--- config.mk ---
export PLATFORM = sky130hd
export DESIGN_NAME = csm_req_arbiter_flat
export DESIGN_NICKNAME = d
export VERILOG_FILES = /design/src/rtl/csm_pkg.sv /design/src/rtl/csm_req_arbiter_if.sv /design/src/rtl/csm_client_gate.sv /design/src/rtl/csm_req_arbiter.sv /design/src/flat_wrapper.sv
export SDC_FILE = /design/constraint.sdc
export NUM_CORES = 1
export LEC_CHECK = 0
export CORE_MARGIN = 2
export CORE_UTILIZATION = 40
export CTS_BUF_LIST = sky130_fd_sc_hd__clkbuf_2 sky130_fd_sc_hd__clkbuf_4 sky130_fd_sc_hd__clkbuf_8
export DETAILED_ROUTE_END_ITERATION = 7
export PLACE_DENSITY_LB_ADDON = 0.05
export RECOVER_POWER = 100
export SYNTH_ARGS = -nofsm -noshare
export SYNTH_HDL_FRONTEND = slang
export SYNTH_SLANG_ARGS = --single-unit
--- constraint.sdc ---
create_clock -name clk -period 1.8 [get_ports clk]
set_input_delay 0.36 -clock clk [delete_from_list [all_inputs] [get_ports clk]]
set_output_delay 0.36 -clock clk [all_outputs]
set_load 0.02 [all_outputs]
--- src/rtl/csm_pkg.sv ---
// Shared types for the CSM request front end: core operations, client commands,
// lock ownership and the arbiter FSM states.
package csm_pkg;

  typedef enum logic [3:0] {
    rst     = 4'd0,
    a_read  = 4'd1,
    a_write = 4'd2,
    a_hold  = 4'd3,
    a_relse = 4'd4,
    b_read  = 4'd5,
    b_write = 4'd6,
    b_hold  = 4'd7,
    b_relse = 4'd8
  } operation_t;

  typedef enum logic [1:0] {
    cmd_read  = 2'd0,
    cmd_write = 2'd1,
    cmd_hold  = 2'd2,
    cmd_relse = 2'd3
  } req_cmd_t;

  typedef enum logic [1:0] {
    OWN_NONE = 2'd0,
    OWN_A    = 2'd1,
    OWN_B    = 2'd2
  } owner_t;

  typedef enum logic {
    ST_IDLE  = 1'b0,
    ST_ISSUE = 1'b1
  } arb_state_t;

  // Client operations are laid out as base + cmd, so the mapping is an offset.
  function automatic operation_t to_op(owner_t client, req_cmd_t cmd);
    operation_t res;
    res = rst;
    if (client == OWN_A) begin
      res = operation_t'(4'd1 + {2'b00, cmd});
    end else if (client == OWN_B) begin
      res = operation_t'(4'd5 + {2'b00, cmd});
    end
    return res;
  endfunction

endpackage

--- src/rtl/csm_req_arbiter_if.sv ---
// Client request, soft-reset and core command signals of the CSM front end.
// master = arbiter side, slave = clients plus core side.
interface csm_req_arbiter_if #(
  parameter int ADDR_W = 4,
  parameter int DATA_W = 8
);
  import csm_pkg::*;

  logic              a_req;
  req_cmd_t          a_cmd;
  logic [ADDR_W-1:0] a_addr;
  logic [DATA_W-1:0] a_wdata;
  logic              a_ack;
  logic              a_err;

  logic              b_req;
  req_cmd_t          b_cmd;
  logic [ADDR_W-1:0] b_addr;
  logic [DATA_W-1:0] b_wdata;
  logic              b_ack;
  logic              b_err;

  logic              soft_rst;

  operation_t        op;
  logic              op_valid;
  logic [ADDR_W-1:0] op_addr;
  logic [DATA_W-1:0] op_wdata;
  logic              op_ready;
  owner_t            owner;

  modport master (
    input  a_req, a_cmd, a_addr, a_wdata,
    input  b_req, b_cmd, b_addr, b_wdata,
    input  soft_rst, op_ready,
    output a_ack, a_err, b_ack, b_err,
    output op, op_valid, op_addr, op_wdata, owner
  );

  modport slave (
    output a_req, a_cmd, a_addr, a_wdata,
    output b_req, b_cmd, b_addr, b_wdata,
    output soft_rst, op_ready,
    input  a_ack, a_err, b_ack, b_err,
    input  op, op_valid, op_addr, op_wdata, owner
  );

endinterface

--- src/rtl/csm_client_gate.sv ---
// Per-client lock check: classifies a pending request as eligible, stalled
// (other client owns the lock) or rejected (bad hold/relse).
module csm_client_gate
  import csm_pkg::*;
#(
  parameter owner_t SELF = OWN_A
) (
  input  logic     req_i,
  input  req_cmd_t cmd_i,
  input  owner_t   owner_i,
  input  logic     ack_i,
  output logic     eligible_o,
  output logic     stalled_o,
  output logic     reject_o
);

  logic live;
  logic other_owns;
  logic bad_cmd;

  // A request acked this cycle is the one just completed, not a new one.
  assign live       = req_i && !ack_i;
  assign other_owns = (owner_i != OWN_NONE) && (owner_i != SELF);
  assign bad_cmd    = ((cmd_i == cmd_relse) && (owner_i != SELF)) ||
                      ((cmd_i == cmd_hold)  && (owner_i == SELF));

  assign stalled_o  = live && other_owns;
  assign reject_o   = live && !other_owns && bad_cmd;
  assign eligible_o = live && !other_owns && !bad_cmd;

endmodule

--- src/rtl/csm_req_arbiter.sv ---
// Two-client lock-aware arbiter issuing one operation_t at a time to the CSM core.
// state    | meaning
// ST_IDLE  | evaluate requests/soft reset, reject bad ones, pick one to issue
// ST_ISSUE | command held on op until op_ready; ack and owner update at handshake
module csm_req_arbiter
  import csm_pkg::*;
#(
  parameter int ADDR_W = 4,
  parameter int DATA_W = 8
) (
  input logic               clk,
  input logic               rst_n,
  csm_req_arbiter_if.master bus
);

  arb_state_t        state_q, state_d;
  operation_t        op_q, op_d;
  logic              op_valid_q, op_valid_d;
  logic [ADDR_W-1:0] op_addr_q, op_addr_d;
  logic [DATA_W-1:0] op_wdata_q, op_wdata_d;
  logic              a_ack_q, a_ack_d, a_err_q, a_err_d;
  logic              b_ack_q, b_ack_d, b_err_q, b_err_d;
  owner_t            owner_q, owner_d;
  logic              rr_q, rr_d;
  logic              rst_pend_q, rst_pend_d;

  logic a_elig, a_stall, a_rej;
  logic b_elig, b_stall, b_rej;
  logic pick_b;

  csm_client_gate #(.SELF(OWN_A)) u_gate_a (
    .req_i      (bus.a_req),
    .cmd_i      (bus.a_cmd),
    .owner_i    (owner_q),
    .ack_i      (a_ack_q),
    .eligible_o (a_elig),
    .stalled_o  (a_stall),
    .reject_o   (a_rej)
  );

  csm_client_gate #(.SELF(OWN_B)) u_gate_b (
    .req_i      (bus.b_req),
    .cmd_i      (bus.b_cmd),
    .owner_i    (owner_q),
    .ack_i      (b_ack_q),
    .eligible_o (b_elig),
    .stalled_o  (b_stall),
    .reject_o   (b_rej)
  );

  always_comb begin
    state_d    = state_q;
    op_d       = op_q;
    op_valid_d = op_valid_q;
    op_addr_d  = op_addr_q;
    op_wdata_d = op_wdata_q;
    a_ack_d    = 1'b0;
    a_err_d    = 1'b0;
    b_ack_d    = 1'b0;
    b_err_d    = 1'b0;
    owner_d    = owner_q;
    rr_d       = rr_q;
    rst_pend_d = rst_pend_q;
    pick_b     = 1'b0;
    case (state_q)
      ST_IDLE: begin
        a_ack_d = a_rej;
        a_err_d = a_rej;
        b_ack_d = b_rej;
        b_err_d = b_rej;
        if (rst_pend_q || bus.soft_rst) begin
          op_d       = rst;
          op_addr_d  = '0;
          op_wdata_d = '0;
          op_valid_d = 1'b1;
          state_d    = ST_ISSUE;
        end else if (a_elig || b_elig) begin
          // rr_q = 0 favours A on contention, 1 favours B
          pick_b = b_elig && (!a_elig || rr_q);
          if (a_elig && b_elig) begin
            rr_d = !rr_q;
          end
          if (pick_b) begin
            op_d       = to_op(OWN_B, bus.b_cmd);
            op_addr_d  = bus.b_addr;
            op_wdata_d = bus.b_wdata;
          end else begin
            op_d       = to_op(OWN_A, bus.a_cmd);
            op_addr_d  = bus.a_addr;
            op_wdata_d = bus.a_wdata;
          end
          op_valid_d = 1'b1;
          state_d    = ST_ISSUE;
        end
      end
      ST_ISSUE: begin
        if (bus.op_ready) begin
          op_valid_d = 1'b0;
          state_d    = ST_IDLE;
          case (op_q)
            a_read, a_write: a_ack_d = 1'b1;
            a_hold:  begin a_ack_d = 1'b1; owner_d = OWN_A;    end
            a_relse: begin a_ack_d = 1'b1; owner_d = OWN_NONE; end
            b_read, b_write: b_ack_d = 1'b1;
            b_hold:  begin b_ack_d = 1'b1; owner_d = OWN_B;    end
            b_relse: begin b_ack_d = 1'b1; owner_d = OWN_NONE; end
            default: begin owner_d = OWN_NONE; rst_pend_d = 1'b0; end
          endcase
        end
        if (bus.soft_rst) begin
          rst_pend_d = 1'b1;
        end
      end
      default: state_d = ST_IDLE;
    endcase
  end

  always_ff @(posedge clk or negedge rst_n) begin
    if (!rst_n) begin
      state_q    <= ST_IDLE;
      op_q       <= rst;
      op_valid_q <= 1'b0;
      op_addr_q  <= '0;
      op_wdata_q <= '0;
      a_ack_q    <= 1'b0;
      a_err_q    <= 1'b0;
      b_ack_q    <= 1'b0;
      b_err_q    <= 1'b0;
      owner_q    <= OWN_NONE;
      rr_q       <= 1'b0;
      rst_pend_q <= 1'b0;
    end else begin
      state_q    <= state_d;
      op_q       <= op_d;
      op_valid_q <= op_valid_d;
      op_addr_q  <= op_addr_d;
      op_wdata_q <= op_wdata_d;
      a_ack_q    <= a_ack_d;
      a_err_q    <= a_err_d;
      b_ack_q    <= b_ack_d;
      b_err_q    <= b_err_d;
      owner_q    <= owner_d;
      rr_q       <= rr_d;
      rst_pend_q <= rst_pend_d;
    end
  end

  a_gate_excl: assert property (@(posedge clk) disable iff (!rst_n)
                                !(a_stall && (a_elig || a_rej)));
  b_gate_excl: assert property (@(posedge clk) disable iff (!rst_n)
                                !(b_stall && (b_elig || b_rej)));

  assign bus.op       = op_q;
  assign bus.op_valid = op_valid_q;
  assign bus.op_addr  = op_addr_q;
  assign bus.op_wdata = op_wdata_q;
  assign bus.a_ack    = a_ack_q;
  assign bus.a_err    = a_err_q;
  assign bus.b_ack    = b_ack_q;
  assign bus.b_err    = b_err_q;
  assign bus.owner    = owner_q;

endmodule

--- src/flat_wrapper.sv ---
// flat-port wrapper written by rule: the top's interface ports become plain ports
module csm_req_arbiter_flat import csm_pkg::*;
#(
  parameter int ADDR_W = 4,
  parameter int DATA_W = 8
)
  (clk, rst_n, bus_a_req, bus_a_cmd, bus_a_addr, bus_a_wdata, bus_b_req, bus_b_cmd, bus_b_addr, bus_b_wdata, bus_soft_rst, bus_op_ready, bus_a_ack, bus_a_err, bus_b_ack, bus_b_err, bus_op, bus_op_valid, bus_op_addr, bus_op_wdata, bus_owner);
  csm_req_arbiter_if #(.ADDR_W(ADDR_W), .DATA_W(DATA_W)) bus_i ();
  input logic clk;
  input logic rst_n;
  input wire logic [$bits(bus_i.a_req)-1:0] bus_a_req;
  input wire logic [$bits(bus_i.a_cmd)-1:0] bus_a_cmd;
  input wire logic [$bits(bus_i.a_addr)-1:0] bus_a_addr;
  input wire logic [$bits(bus_i.a_wdata)-1:0] bus_a_wdata;
  input wire logic [$bits(bus_i.b_req)-1:0] bus_b_req;
  input wire logic [$bits(bus_i.b_cmd)-1:0] bus_b_cmd;
  input wire logic [$bits(bus_i.b_addr)-1:0] bus_b_addr;
  input wire logic [$bits(bus_i.b_wdata)-1:0] bus_b_wdata;
  input wire logic [$bits(bus_i.soft_rst)-1:0] bus_soft_rst;
  input wire logic [$bits(bus_i.op_ready)-1:0] bus_op_ready;
  output wire logic [$bits(bus_i.a_ack)-1:0] bus_a_ack;
  output wire logic [$bits(bus_i.a_err)-1:0] bus_a_err;
  output wire logic [$bits(bus_i.b_ack)-1:0] bus_b_ack;
  output wire logic [$bits(bus_i.b_err)-1:0] bus_b_err;
  output wire logic [$bits(bus_i.op)-1:0] bus_op;
  output wire logic [$bits(bus_i.op_valid)-1:0] bus_op_valid;
  output wire logic [$bits(bus_i.op_addr)-1:0] bus_op_addr;
  output wire logic [$bits(bus_i.op_wdata)-1:0] bus_op_wdata;
  output wire logic [$bits(bus_i.owner)-1:0] bus_owner;
  assign bus_i.a_req = bus_a_req;
  assign bus_i.a_cmd = bus_a_cmd;
  assign bus_i.a_addr = bus_a_addr;
  assign bus_i.a_wdata = bus_a_wdata;
  assign bus_i.b_req = bus_b_req;
  assign bus_i.b_cmd = bus_b_cmd;
  assign bus_i.b_addr = bus_b_addr;
  assign bus_i.b_wdata = bus_b_wdata;
  assign bus_i.soft_rst = bus_soft_rst;
  assign bus_i.op_ready = bus_op_ready;
  assign bus_a_ack = bus_i.a_ack;
  assign bus_a_err = bus_i.a_err;
  assign bus_b_ack = bus_i.b_ack;
  assign bus_b_err = bus_i.b_err;
  assign bus_op = bus_i.op;
  assign bus_op_valid = bus_i.op_valid;
  assign bus_op_addr = bus_i.op_addr;
  assign bus_op_wdata = bus_i.op_wdata;
  assign bus_owner = bus_i.owner;
  csm_req_arbiter #(.ADDR_W(ADDR_W), .DATA_W(DATA_W)) u_core (.clk(clk), .rst_n(rst_n), .bus(bus_i));
endmodule
Word level (Yosys, flattened, before mapping) --
Index checks and enable logic that the tools add are counted. W data, S select, Z words.
Storage, ports and cells: flip-flop bits (word level) 26, input port bits 34, output and inout port bits 23, logic and storage cells 106
Cells by class: $add $sub $neg 2, eq/ne operators 19, muxes and demuxes 29, bitwise logic cells 3, reduce and logical (&&, ||, !) cells 41
Operators with widths (number):
- $mux W4 | 6
- $mux W8 | 3
- $eq A4 B3 Y1 const B | 4
- $logic_and A1 B1 Y1 | 16
- $mux W1 | 15
- $reduce_or A4 Y1 | 3
- $eq A2 B2 Y1 const B | 5
- $eq A4 B2 Y1 const B | 2
- $logic_not A1 Y1 | 8
- $pmux W1 S2 | 4
- $reduce_or A8 Y1 | 1
- $pmux W2 S3 | 1
- $reduce_and A3 Y1 | 2
- $reduce_bool A2 Y1 | 3
- $logic_or A1 B1 Y1 | 5
- $add A3 B2 Y4 const A | 1
- $eq A4 B1 Y1 const B | 1
- $eq A4 B4 Y1 const B | 1
- $ne A2 B1 Y1 const B | 2
- $ne A2 B2 Y1 const B | 2
- $reduce_and A2 Y1 | 2
- $reduce_and A4 Y1 | 1
- $add A1 B2 Y3 const A | 1
- $ne A3 B1 Y1 const B | 1
- other kinds (2) | 4

Logic depth before layout (Yosys ltp) --
depth in word-level cells 11, gate-level depth with buffers 8, mapped depth without buffers 6

Hierarchy --
From an unflattened synthesis, not the netlist that was laid out.
Second synthesis, totals: cells, all modules 132, area total of the unflattened synthesis 1423.9 um2
Modules (own cells, without submodules):
- csm_req_arbiter | instances 1, cells an instance 120, area an instance 1331.3 um2, seq. area each 650.6 um2
- csm_client_gate | instances 2, cells an instance 6, area an instance 46.3 um2, seq. area each 0.0 um2

Least setup slack after synthesis --
No wires, ideal clock.
path kind flip-flop to flip-flop, start point register u_core.owner_q[1], in the netlist u_core.bus.owner[1], end point register u_core.op_addr_q[2], in the netlist u_core.bus.op_addr[2], setup time 0.126 ns, arrival 1.818 ns, required time 1.674 ns, slack -0.144 ns, stages on the path, launching flop included 6, path buffers 1, clock period less this slack 1.944 ns, path through dfrtp_1 > or3b_4 > o311ai_4 > buf_8 > mux2i_1 > o2bb2ai_2
Between the ends: word-level cells in the longest chain between the ends 11, elaborated cells between the ends (all ways) 30, those cells by class eq/ne: 4; mux: 3; reduce/logical: 23
RTL lines:
- start: declaration | RTL line csm_req_arbiter.sv:23 | owner_t owner_q, owner_d;
- start signal: assignment | RTL line csm_req_arbiter.sv:142 | owner_q <= owner_d;
- $ne A2 B1 Y1, or another cell as far along | RTL line csm_client_gate.sv:23, csm_client_gate.sv:24
- $logic_and A1 B1 Y1 (on tied branches) | RTL line csm_client_gate.sv:23, csm_client_gate.sv:24, csm_client_gate.sv:25
- $logic_not A1 Y1 / $logic_or A1 B1 Y1 (equally long branches) | RTL line csm_client_gate.sv:29, csm_client_gate.sv:24
- $logic_and A1 B1 Y1 / $logic_not A1 Y1 (equally long branches) | RTL line csm_client_gate.sv:29 | assign eligible_o = live && !other_owns && !bad_cmd;
- $logic_and A1 B1 Y1 | RTL line csm_client_gate.sv:29
- $logic_not A1 Y1 | RTL line csm_req_arbiter.sv:79 | pick_b = b_elig && (!a_elig || rr_q);
- $logic_or A1 B1 Y1 | RTL line csm_req_arbiter.sv:79
- $logic_and A1 B1 Y1 | RTL line csm_req_arbiter.sv:79
- $mux W4 | RTL line csm_req_arbiter.sv:83 | if (pick_b) begin
- $mux W4 | RTL line csm_req_arbiter.sv:77 | end else if (a_elig || b_elig) begin
- $mux W4 | RTL line csm_req_arbiter.sv:71 | if (rst_pend_q || bus.soft_rst) begin
- end signal: assignment | RTL line csm_req_arbiter.sv:136 | op_addr_q <= op_addr_d;
- end: declaration | RTL line csm_req_arbiter.sv:19 | logic [ADDR_W-1:0] op_addr_q, op_addr_d;
Parallel ways exist; a longest one is shown, timed or not. The select of a mux whose other input is x is not followed. A chain may end at the register's enable or synchronous reset.

Final worst setup path --
start point register u_core.a_ack_q, in the netlist u_core.bus.a_ack, end point register u_core.op_q[1], in the netlist u_core.bus.op[1]
Between the ends: word-level cells in the longest chain between the ends 10, elaborated cells between the ends (all ways) 13, those cells by class mux: 3; reduce/logical: 10
RTL lines:
- start: declaration | RTL line csm_req_arbiter.sv:21 | logic a_ack_q, a_ack_d, a_err_q, a_err_d;
- start signal: assignment | RTL line csm_req_arbiter.sv:138 | a_ack_q <= a_ack_d;
- $logic_not A1 Y1 (*) | RTL line csm_client_gate.sv:22 | assign live = req_i && !ack_i;
- $logic_and A1 B1 Y1 (*) | RTL line csm_client_gate.sv:22
- $logic_and A1 B1 Y1 (*) (2 in a row) | RTL line csm_client_gate.sv:29
- $logic_not A1 Y1 | RTL line csm_req_arbiter.sv:79
- $logic_or A1 B1 Y1 | RTL line csm_req_arbiter.sv:79
- $logic_and A1 B1 Y1 | RTL line csm_req_arbiter.sv:79
- $mux W4 | RTL line csm_req_arbiter.sv:83
- $mux W4 | RTL line csm_req_arbiter.sv:77
- $mux W4 | RTL line csm_req_arbiter.sv:71
- end signal: assignment | RTL line csm_req_arbiter.sv:121 | op_q <= rst;
- end signal: assignment | RTL line csm_req_arbiter.sv:134 | op_q <= op_d;
- end: declaration | RTL line csm_req_arbiter.sv:17 | operation_t op_q, op_d;
Mark *: on every way between the ends. The rest lies on a longest branch, timed or not. The select of a mux whose other input is x is not followed.

==> impl_metrics.csv <==
group,metric,value,unit
global_routing,grt_first_pass_wirelength,5550,um
clock_tree,path_clk_slew,140,ps
global_routing,grt_pass1_vias,1174,
logic_synthesis,synthFlopType,"dfrtp_1",
setup_path,rrSetupSlack,20,ps
floorplanning,core_area,3340,um2
sta,rsz0062_at_grt,"true",
logic_synthesis,ys_types,29,
sta,setup_tns,0,ps
sta,finalCriticalPeriod,1780,ps
setup_path,worst_setup_path_start_kind,"register",
global_routing,grt_max_degree,27,
floorplanning,ios,57,
floorplanning,die_area,3960,um2
logic_synthesis,synth-compound-area-share,21.8,%
power,power_leakage,0.00103,uW
detailed_routing,dr.pass1.iters,4,
detailed_routing,wl_per_cell,13.9,um
clock_tree,cts_root_buffer,"clkbuf_4",
global_routing,antenna_found_initial,0,
layout,drive_gt1_share,25.4,%
sta,hold_viol_final,0,
place,portBuffers,56,
global_routing,met1_usage,23.9,%
sta,setup_viol,0,
sta,maxSlewHeadroom,56.3,%
floorplanning,fp.dieW,62.9,um
layout,syn_to_final_growth,57.9,%
clock_tree,hold_buffers,0,
clock_tree,htreeDepth,1,
detailed_routing,drc,0,
floorplanning,die_h,62.9,um
sta,fin_crit_sh,99.1,%
logic_synthesis,avgSynthCellArea,12.4,um2
logic_synthesis,synth_top_family_by_area,"compound AO/OA/AOI/OAI gates",
global_routing,grt_overflow,0,
place,place_congestion,0.753,
min_path,worstHoldPathCells,4,
logic_synthesis,yosysTopAreaCell,"dfrtp_1",
logic_synthesis,synth_mux_area_share,13.2,%
detailed_routing,vias,1165,
setup_path,crit_arrival,2050,ps
logic_synthesis,synthDominantCellAreaShare,46.8,%
global_routing,met2_usage,28.5,%
logic_synthesis,syn_nets,150,
global_routing,grt_util_met3,3.24,%
sta,whs,429,ps
clock_tree,cts_tree,"built",
logic_synthesis,synthArstFlopShare,100,%
clock_tree,clk_latency,330,ps
setup_path,end_kind,"register",
power,pwr_density_cell,1060,nW/um2
setup_path,crit_type,"register to register",
global_routing,track_usage,17.8,%
place,place_area,2100,um2
logic_synthesis,synth_edf_count,0,
sta,fin_skew,8.77,ps
logic_synthesis,yosysSeqAreaShare,46.8,%
logic_synthesis,netlist_instances,112,
power,ir_drop,0.000496,V
run_status,status,"finished clean",
logic_synthesis,yosysWarnings,0,
detailed_routing,drt.antenna.violating_nets,0,
detailed_routing,vias_per_cell,5.04,
logic_synthesis,syn_area,1390,um2
logic_synthesis,synth_simple_gate_area_share,8.74,%
setup_path,path_max_fanout,5,
place,dp_hpwl,2490,um
logic_synthesis,synth-seq-cells,26,
logic_synthesis,synthTopCellsByArea,"dfrtp_1 (47%), mux2i_1 (12%), o2bb2ai_2 (11%)",
detailed_routing,drtIter0Drc,22,
clock_tree,ctsLongestPathBuffers,2,
place,place_inst,225,
sta,fmax,561,MHz
sta,worst_pin_slew,655,ps
logic_synthesis,synth_adder_area_share,3.60,%
floorplanning,rows,21,
setup_path,worstRegToRegCells,5,
run,maxCapViolCount,0,
layout,final_nets,224,
logic_synthesis,synthXorXnorAreaFrac,1.89,%
global_routing,top_usage_layer,"met2",
layout,stdcell_area,2190,um2
sta,maxSlewViolCount,0,
setup_path,critPathRequiredTime,2070,ps
layout,finalNonFillerCells,231,
clock_tree,cts_buffers,3,
min_path,hp-class,"input port to register",
clock_tree,cts.sink_count,26,
layout,fillers,275,
layout,num_antenna_cells,0,
detailed_routing,routed_wl,3220,um
floorplanning,start_util,41.6,%
logic make-up after synthesis:
kind of cell,Yosys count
compound gates,29
flops,26
simple gates,23
mux,18
buf+inv,9
fa+ha+maj,4
xor+xnor,3
state kept, by name, indices dropped and copies added (netlist names), 2 cells and up:
| name | cells |
|---|---|
| u_core.bus.op_wdata | 8 |
| u_core.bus.op | 4 |
| u_core.bus.op_addr | 4 |
| u_core.bus.owner | 2 |
layer usage:
layer / vias to the layer above / part of all wire [%]
li1: 558 / -
met1: 565 / 46
met2: 37 / 47
met3: 5 / 5.8
met4: 0 / 1.6
met5: - / 0
worst max-delay path, stage by stage, from the launching register on:
cell	delay (ps)
dfrtp_2	430
or3b_4	420
o311ai_4	280
buf_6	170
mux2_4	300
o2bb2ai_2	110
cell type report:
type                       count  area [um2]  area share (%)
clock buffer                   3        22.5            1.03
clock inverter                 1        30.0            1.37
inverter                       5        18.8           0.856
multi-input combinational     77         718            32.7
sequential                    26         656            29.9
tap                           46        57.6            2.62
timing repair buffer          73         691            31.5
cells in the mapped netlist (2+ instances only):
| cell | instances |
|---|---|
| a21oi_1 | 2 |
| buf_2 | 2 |
| dfrtp_1 | 26 |
| nor3b_1 | 2 |
| o2bb2ai_1 | 6 |
| o21ai_0 | 5 |
| nand2_1 | 8 |
| inv_1 | 5 |
| nor2_1 | 3 |
| o2bb2ai_2 | 10 |
| xor2_1 | 2 |
| or2_2 | 2 |
| nor3_1 | 4 |
| mux2i_1 | 16 |
| ha_1 | 4 |
| mux2_2 | 2 |
report_power, final:
| part | total (uW) | internal, uW | leakage (uW) | switching (uW) |
|---|---|---|---|---|
| Sequential | 855 | 724 | 0.000343 | 131 |
| Combinational | 1070 | 560 | 0.000654 | 506 |
| Clock | 411 | 226 | 0.0000279 | 185 |
placed cells by master, fill, tap and decap left out, types with 2 or more instances in the layout:
master	n
o2bb2ai_2	11
a21oi_1	2
mux2_4	2
buf_4	7
nor2_1	3
dlygate4sd3_1	3
mux2i_1	16
or2_2	2
clkdlybuf4s50_1	43
o2bb2ai_1	5
buf_6	6
inv_1	4
xor2_1	2
nand2_1	7
dfrtp_1	22
dfrtp_2	4
ha_2	2
o21ai_0	5
nor3_1	4
dlygate4sd2_1	8
clkbuf_4	5
ha_1	2
clkbuf_1	2
metrics by stage:
step                      power, uW  utilization (%)  setup slack (ps)
after floorplan                1440                -             -65.6
after global placement         1860             62.8              -518
after detailed placement       1880             62.8              -613
after CTS                      2340             65.4             -40.1
after global routing           2470             65.7             -35.3
final                          2330             65.7              16.6
timing repair:
action                                  in CTS  in global routing
gates resized for setup                     20                  5
pin swaps                                    5                  4
endpoints found under the setup margin      24                 19
setup buffers                                1                  1
final timing paths:
check | to | from
setup / recovery | u_core.bus.op[1] | u_core.bus.a_ack
setup reg to reg | u_core.bus.op[1] | u_core.bus.a_ack
hold / removal | u_core.bus.op[0] | bus_b_cmd[0]
min in group asynchronous | u_core.bus.op[3] | rst_n
hold reg to reg | u_core.bus.op_wdata[2] | u_core.bus.op_wdata[2]
max in group asynchronous | u_core.bus.owner[0] | rst_n
Power figures use the tool's default switching activity.
